[config.mk]
export PLATFORM = sky130hd
export DESIGN_NAME = tdm_demux
export DESIGN_NICKNAME = d
export VERILOG_FILES = /design/src/rtl/tdm_demux_pkg.sv /design/src/rtl/tdm_demux.sv
export SDC_FILE = /design/constraint.sdc
export NUM_CORES = 1
export LEC_CHECK = 0
export ABC_CLOCK_PERIOD_IN_PS = 1500
export CORE_UTILIZATION = 44
export CTS_CLUSTER_DIAMETER = 30
export DETAILED_ROUTE_END_ITERATION = 8
export GPL_TIMING_DRIVEN = 0
export MAX_ROUTING_LAYER = met4
export PLACE_DENSITY = 0.82
export SYNTH_ARGS = -nofsm -noshare
export SYNTH_HDL_FRONTEND = slang
export SYNTH_SLANG_ARGS = --single-unit
[constraint.sdc]
create_clock -name clk -period 1.5 [get_ports clk]
set_input_delay 0.225 -clock clk [delete_from_list [all_inputs] [get_ports clk]]
set_output_delay 0.225 -clock clk [all_outputs]
set_load 0.01 [all_outputs]
[src/rtl/tdm_demux_pkg.sv]
// Shared types and constants for the TDM receive-side demultiplexer.
// Frame length grows by one parity slot when TDM_DEMUX_PARITY_EN is defined.
package tdm_pkg;

  typedef enum logic {
    HUNT   = 1'b0,
    LOCKED = 1'b1
  } tdm_state_e;

  localparam int TDM_LANES_DEF = 4;

  // Slots per frame: data slots plus the optional trailing parity slot.
  function automatic int tdm_frame_len(input int lanes);
`ifdef TDM_DEMUX_PARITY_EN
    return lanes + 1;
`else
    return lanes;
`endif
  endfunction

endpackage

[src/rtl/tdm_demux.sv]
// TDM demultiplexer: aligns to fsync, steers slot bits into lanes, emits one lane word per frame.
// Optional even-parity slot and parity_err output when TDM_DEMUX_PARITY_EN is defined.
module tdm_demux
  import tdm_pkg::*;
#(
  parameter int LANES = TDM_LANES_DEF,
  parameter int SW    = $clog2(LANES + 1)
) (
  input  logic             clk,
  input  logic             rst_n,
  input  logic             din,
  input  logic             din_vld,
  input  logic             fsync,
  output logic [LANES-1:0] lanes,
  output logic             frame_vld,
  output logic             locked,
`ifdef TDM_DEMUX_PARITY_EN
  output logic             parity_err,
`endif
  output logic             sync_err
);

  localparam int            FRAME_LEN = tdm_frame_len(LANES);
  localparam logic [SW-1:0] LAST      = SW'(FRAME_LEN - 1);

  tdm_state_e       state, state_d;
  logic [SW-1:0]    cnt, cnt_d;
  logic [LANES-1:0] shadow, shadow_d;
  logic [LANES-1:0] lanes_d;
  logic             frame_vld_d, sync_err_d;
`ifdef TDM_DEMUX_PARITY_EN
  logic             parity_err_d;
`endif

  // NOTE: sequential state uses non-blocking assignments so every flop samples pre-edge values.
  always_ff @(posedge clk or negedge rst_n) begin
    if (!rst_n) state <= HUNT;
    else        state <= state_d;
  end

  // NOTE: every signal gets a default first so no path through this block infers a latch.
  always_comb begin
    state_d     = state;
    cnt_d       = cnt;
    shadow_d    = shadow;
    lanes_d     = lanes;
    frame_vld_d = 1'b0;
    sync_err_d  = 1'b0;
`ifdef TDM_DEMUX_PARITY_EN
    parity_err_d = 1'b0;
`endif
    if (din_vld) begin
      unique case (state)
        HUNT: begin
          if (fsync) begin
            shadow_d[0] = din;
            cnt_d       = SW'(1);
            state_d     = LOCKED;
          end
        end
        LOCKED: begin
          if (cnt == '0) begin
            if (fsync) begin
              shadow_d[0] = din;
              cnt_d       = SW'(1);
            end else begin
              sync_err_d = 1'b1;
              state_d    = HUNT;
            end
          end else if (fsync) begin
            // Misaligned marker: drop the partial frame and realign on this bit.
            sync_err_d  = 1'b1;
            shadow_d[0] = din;
            cnt_d       = SW'(1);
          end else if (cnt == LAST) begin
            cnt_d       = '0;
            frame_vld_d = 1'b1;
`ifdef TDM_DEMUX_PARITY_EN
            lanes_d      = shadow;
            parity_err_d = ^{shadow, din};
`else
            lanes_d      = {din, shadow[LANES-2:0]};
`endif
          end else begin
            for (int i = 0; i < LANES; i++) begin
              if (cnt == SW'(i)) shadow_d[i] = din;
            end
            cnt_d = cnt + SW'(1);
          end
        end
        default: state_d = HUNT;
      endcase
    end
  end

  // NOTE: the shadow is reset along with the rest so a relock never exposes stale bits.
  always_ff @(posedge clk or negedge rst_n) begin
    if (!rst_n) begin
      cnt       <= '0;
      shadow    <= '0;
      lanes     <= '0;
      frame_vld <= 1'b0;
      sync_err  <= 1'b0;
`ifdef TDM_DEMUX_PARITY_EN
      parity_err <= 1'b0;
`endif
    end else begin
      cnt       <= cnt_d;
      shadow    <= shadow_d;
      lanes     <= lanes_d;
      frame_vld <= frame_vld_d;
      sync_err  <= sync_err_d;
`ifdef TDM_DEMUX_PARITY_EN
      parity_err <= parity_err_d;
`endif
    end
  end

  always_comb begin
    locked = (state == LOCKED);
  end

endmodule

==> qor.txt <==
Worst hold path class: primary input to flop
Worst Tran Pin Value: 0.575 ns
CTS clk-pin slew, worst paths: 0.08 ns
Fin worst setup slack: -0.0609 ns
Synth Net Count: 64
Seq pwr share: 35.0%
Io pins: 12
Slew HR: 61.6%
Clock root buffer: clkbuf_4
# fillers: 115
GRT Util Overall: 20.3%
Top-count cell post-synth: dfrtp_1
Yosys warns: 0
Final number of hold-violating endpoints: 0
Int Power: 1.06 mW
CTS max path bufs: 2
Area share of the largest cell type after synthesis: 48.1%
Initial DRC Count: 9
First-pass GRT wire length: 2.02 mm
Number of flops mapped to enable cells by yosys: 0
Post-DR wirelength/cell: 15.6 um
Adder-Cell Fraction of Synth Area: 9.26%
Maximum clock rate: 641 MHz
Vias: 491
Req. time, crit path: 1.66 ns
Clock sinks: 13
TritonCTS clock tree: done
Fin crit share: 104%
Core area: 0.00137 mm^2
Leak: 0.423 nW
Die ar.: 0.00170 mm^2
Post-synthesis mux area share: 13.9%
Post-synthesis xor/xnor area fraction: 0%
DRC errors left: 0
Setup crit end kind: flop
Post-Synth Simple-Gate Area: 19.1%
Area delta synth->final: 34.3%
Most frequent cells after synthesis: dfrtp_1, nand2_1, ha_1
H-tree depth: 1
Compound-gate portion of the synthesized area: 6.30%
Clk pwr share: 13.4%
WL final: 1.40 mm
Synth cell types: 25
Maximum VDD drop: 957 uV
CTS buffer count: 3
DR pass1 iterations: 3
R2r setup slk: -0.06 ns
Largest net degree at the start of global routing: 14
Vias in the first global route: 469
Share of cells above drive strength 1: 37.3%
Fin util: 66.4%
Antenna-violating nets left: 0
Clock skew: 0.00402 ns
Die Height: 41.2 um
Starting Density: 49.5%
Max-cap violations: 0
Setup crit start kind: flop
Post-synth ARST share: 100%
ANT cells: 0
Syn Std Cell Area: 676 um^2
Port buffer count: 10
Seq/Total Area, Yosys: 48.1%
Logic pwr share: 51.6%
Clock latency on the worst-skew pair: 0.28 ns
Pwr Total: 1.59 mW
Row cnt: 13
#FFs+latches synth: 13
Setup repair after global routing missed its margin: yes
Cells after Synth: 54
Most used DFF post-synth: dfrtp_1
Global route overflow: 0
Switching share of total power: 33.5%
Switch Pwr: 0.535 mW
Synth area leaders: dfrtp_1, ha_1, mux2_4, mux2_1, nand2_1
Syn avg cell area: 12.5 um^2
Final setup TNS: -0.184 ns
Initial antenna violation count: 0
Cell accounting for the most synthesized area: dfrtp_1
Pre-CTS setup slack: -0.177 ns
Status: finished with violations
Placer Congestion: 0.808
Final Max Slew Viols: 0
CTS Hold Bufs: 0
Final #Nets: 86
Crit path max fanout: 6
Period minus WS final: 1.56 ns
DIE WIDTH: 41.2 um
# setup viols final: 6
Violated checks: negative setup slack
Largest family of logic cells by synthesized area: simple AND/OR/NAND/NOR gates
DR vias/cell: 5.46
Setup CP Type: flop to flop
Pwr dens: 1760 mW/mm^2
Worst Path Arrival: 1.72 ns
## repair_timing
item | CTS | global route
resized for setup | 4 | 0
pin swaps | 3 | 1
buffers inserted | 5 | 2
endpoints found under the setup margin | 7 | 9
## through the flow
stage | cell area (um^2) | hold WS [ns] | std cells
floorplan | 696 | -0.0706 | 54
global placement | 815 | 0.475 | 79
detailed placement | 815 | 0.487 | 79
CTS | 892 | 0.187 | 88
global route | 907 | 0.208 | 90
finish | 907 | 0.189 | 90
## final cells by class
| cell class | count | area (um^2) | share of cell area (%) |
|---|---|---|---|
| Multi-Input combinational cell | 36 | 360 | 39.7 |
| Buffer | 1 | 7.51 | 0.828 |
| Sequential cell | 13 | 327 | 36.0 |
| Inverter | 4 | 15.0 | 1.66 |
| Timing Repair Buffer | 17 | 153 | 16.8 |
| Clock buffer | 4 | 26.3 | 2.90 |
| Tap cell | 15 | 18.8 | 2.07 |
## flip-flops by register name, indices dropped and copies added, names as in the netlist
register   count
lanes          4
frame_vld      1
sync_err       1
locked         1
cnt            3
shadow         3
## logic make-up after synthesis
group | Yosys count
adder cells (fa/ha/maj) | 5
flip-flops | 13
buffers and inverters | 5
AND/OR/NAND/NOR | 18
AO/OA/AOI/OAI | 6
multiplexers | 7
## power by group through the flow
stage	clock network, mW	logic (mW)	registers [mW]
after CTS	0.225	0.765	0.565
after global placement	0	0.599	0.559
after floorplan	0	0.371	0.581
after global routing	0.240	0.896	0.570
final	0.213	0.823	0.558
after detailed placement	0	0.629	0.573
## per-layer routing
metal / vias to the layer above / part of all wire, % / global-route usage [%]
met5: - / 0 / -
met4: 0 / 0 / 10.5
met3: 0 / 5.1 / 9.24
met2: 15 / 53 / 33.6
met1: 244 / 42 / 19.9
li1: 232 / - / -
## worst paths after layout
check,cells after the start,to,start
min reg2reg,1,shadow[1]$_DFFE_PN0P_,shadow[1]$_DFFE_PN0P_
max in group asynchronous,1,locked$_DFFE_PN0P_,rst_n
max,4,shadow[2]$_DFFE_PN0P_,cnt[0]$_DFFE_PN0P_
min,2,cnt[2]$_DFFE_PN0P_,din_vld
min in group asynchronous,1,cnt[0]$_DFFE_PN0P_,rst_n
max reg2reg,4,shadow[2]$_DFFE_PN0P_,cnt[0]$_DFFE_PN0P_
## worst max-delay path, cell delays in order, from the launching register on
cell and delay [ns]:
dfrtp_1 0.42, ha_2 0.26, nor4b_1 0.35, nand2_1 0.11
mux2_1 0.31
## cells in the final DEF, fill, tap and decap left out
cell type and instances:
nor2_1 1, and3_2 1, ha_4 2, nand2_1 6, a22o_1 1, nor2b_4 1, clkbuf_1 1, or4_1 1
clkdlybuf4s50_1 10, and2b_1 1, nand3_1 1, buf_4 8, a211o_1 1, dfrtp_2 1, clkbuf_4 3, a21boi_0 1
and3b_4 1, and4b_1 1, inv_2 4, mux2_4 4, dfrtp_1 12, nor4b_1 1, ha_1 2, nand3_4 1
o211ai_1 1, nand4_1 1, and4b_2 1, ha_2 1, o21ai_0 2, mux2_1 3
No activity file was read; power rests on OpenSTA's default activity.
==> RTL change, RTL diff (config.mk and constraints unchanged) <==
Build with the macro `TDM_DEMUX_PARITY_EN` defined.
--- a/src/rtl/tdm_demux_pkg.sv
+++ b/src/rtl/tdm_demux_pkg.sv
@@ -1,4 +1,6 @@
 // Shared types and constants for the TDM receive-side demultiplexer.
 // Frame length grows by one parity slot when TDM_DEMUX_PARITY_EN is defined.
+`define TDM_DEMUX_PARITY_EN
+
 package tdm_pkg;
 
Behaviour (old outputs only; new: parity_err): not the same (a bounded check fails within 10 cycles, from zero or initial values and one cycle with rst_n low).
==> RTL change against the unedited design <==
  * The run still ends with setup timing left
  * Power up 25%
  * Sequential cell count up 2
  * Non-clock buffer count up 6
  * Final cell count up 18%
  * Worst setup slack better by 0.017 ns
  * Routed wire length up 27%
  * Area after synthesis up 14%
  * Cell area up 24%
  * Sequential share of layout area down 2.4 points
  * Highest routed layer is now met4
  * Synthesized cell count up 15%
  * Via count up 18%
  * Global-route usage down 1.8 points
==> RTL change: results (changes against the unedited design) <==
The flow ran to the end, but the final reports show violations. The checks that failed: setup timing. The number of global-route vias before repair came to 562 (+20%). The global routing met2 resource utilization came to 0.293 (-0.0434). The final worst-path setup slack came to -0.0440 ns (+0.0169 ns). The final worst hold slack came out at 0.336 ns (+0.147 ns).

The global-route wire length before repair is 2.45 mm (+21%). In this run the critical register-to-register path is captured at lanes[2]$_DFFE_PN0P_. The area after detailed placement is 951 µm² (+17%). The kind of cell with the highest combined delay along the critical path is flip-flops. The largest net degree at the start of global routing came out at 16 (+2). Ranked by instance count, the synthesized netlist is headed by sky130_fd_sc_hd__dfrtp_1, sky130_fd_sc_hd__ha_1, sky130_fd_sc_hd__inv_1, sky130_fd_sc_hd__mux2_2, sky130_fd_sc_hd__nand2_1. The maximum ir drop on the vdd rail is 0.000925 V (-3.4%). The origin of the worst setup path is cnt[1]$_DFFE_PN0P_.

The number of setup violations in the final report is 4 (-2). The final cell count without fillers is 106 (+18%). The total via count after detailed routing is 581 (+18%). The number of nets produced by synthesis is 74 (+16%). The unique cell type count in the Yosys netlist came out at 22 (-12%). Ranked by total cell area, the synthesized netlist is headed by sky130_fd_sc_hd__dfrtp_1, sky130_fd_sc_hd__ha_1, sky130_fd_sc_hd__mux2_2, sky130_fd_sc_hd__inv_1, sky130_fd_sc_hd__mux2_1. The share of the yosys chip area belonging to registers came out at 0.485 (+0.00396). The maximum fanout along the worst path is 4 (-2). The leakage power was 0.529 nW (+25%). The setup clock skew after layout came out at 0.00215 ns (-0.00187 ns). The number of instances in the synthesized netlist was 62 (+15%).

The routing usage on met3 came to 0.0125 (-0.0799). The final routed wirelength across all metal layers came out at 1.78 mm (+27%). The first-pass iteration count of the detailed router was 6 (+3). The layout net count came out at 103 (+20%). The fraction of layout instances using a drive strength above 1 is 0.411 (+0.0378). The met1 routing resource usage after global routing is 0.224 (+0.0253).

The DRC marker count from the first detailed-route iteration came out at 16 (+7). The number of cells after detailed placement is 90 (+14%).
-- RTL change: changes by cell type in the layout (fill, tap and decap cells not counted), moves of 2 or more --
| cell | delta |
|---|---|
| sky130_fd_sc_hd__clkdlybuf4s50_1 | +2 |
| sky130_fd_sc_hd__xnor2_1 | +2 |
| sky130_fd_sc_hd__inv_1 | +3 |
| sky130_fd_sc_hd__ha_4 | +2 |
| sky130_fd_sc_hd__dfrtp_1 | +2 |
| sky130_fd_sc_hd__mux2_1 | -3 |
| sky130_fd_sc_hd__buf_4 | +2 |
| sky130_fd_sc_hd__buf_6 | +2 |
| sky130_fd_sc_hd__mux2_2 | +3 |
-- RTL change: layer usage --
metal	vias up	wire length, µm
li1	272	-
met1	287	802
met2	16	875
met3	6	54
met4	0	42
met5	-	0
-- RTL change: kinds of logic (layout without fill, tap and decap cells) --
| group | after synthesis | after routing | share of synthesized area |
|---|---|---|---|
| muxes | 8 | 8 | 0.116 |
| AOI/OAI and AO/OA | 7 | 7 | 0.0631 |
| DFF | 15 | 15 | 0.485 |
| adders and majority gates | 7 | 7 | 0.113 |
| buffers and inverters | 6 | 34 | 0.0291 |
| xor gates and xnor gates | 3 | 3 | 0.0518 |
| and+or+nand+nor | 16 | 16 | 0.141 |
-- RTL change: worst register-to-register path, delay by kind of cell (launching register included) --
family        cells  cell delay (ns)
fa+ha+maj         2             0.31
buf+inv           2             0.15
flops             1             0.42
mux               1             0.31
simple gates      2             0.25
-- RTL change: layout make-up --
class                           instances  area, µm²
Fill cell                              99        455
Clock inverter                          1       5.00
Sequential cell                        15        377
Inverter                                6       22.5
Tap cell                               16       20.0
Clock buffer                            3       22.5
Timing Repair Buffer                   24        218
Multi-Input combinational cell         41        457
-- RTL change: where the power goes --
| part | total [mW] | internal, mW | switching [mW] |
|---|---|---|---|
| Clock | 0.235 | 0.0990 | 0.136 |
| Combinational | 1.11 | 0.652 | 0.459 |
| Sequential | 0.655 | 0.538 | 0.117 |
-- RTL change: worst max-delay path by stage --
| stage | to | slack, ns | cells after the start |
|---|---|---|---|
| after floorplan | lanes[0]$_DFFE_PN0P_ | -0.04 | 7 |
| after global placement | shadow[1]$_DFFE_PN0P_ | -0.19 | 4 |
| after detailed placement | shadow[2]$_DFFE_PN0P_ | -0.23 | 4 |
| after CTS | lanes[2]$_DFFE_PN0P_ | -0.04 | 7 |
| after global routing | lanes[1]$_DFFE_PN0P_ | -0.09 | 7 |
| final | lanes[2]$_DFFE_PN0P_ | -0.04 | 7 |
-- RTL change: what timing repair did --
item / in CTS / in global routing
gates resized for setup: 1 / 10
endpoints found under the setup margin: 7 / 8
endpoints found under the hold margin: 0 / 0
cloned: 0 / 0
pin swaps: 2 / 3
buffers inserted: 7 / 5
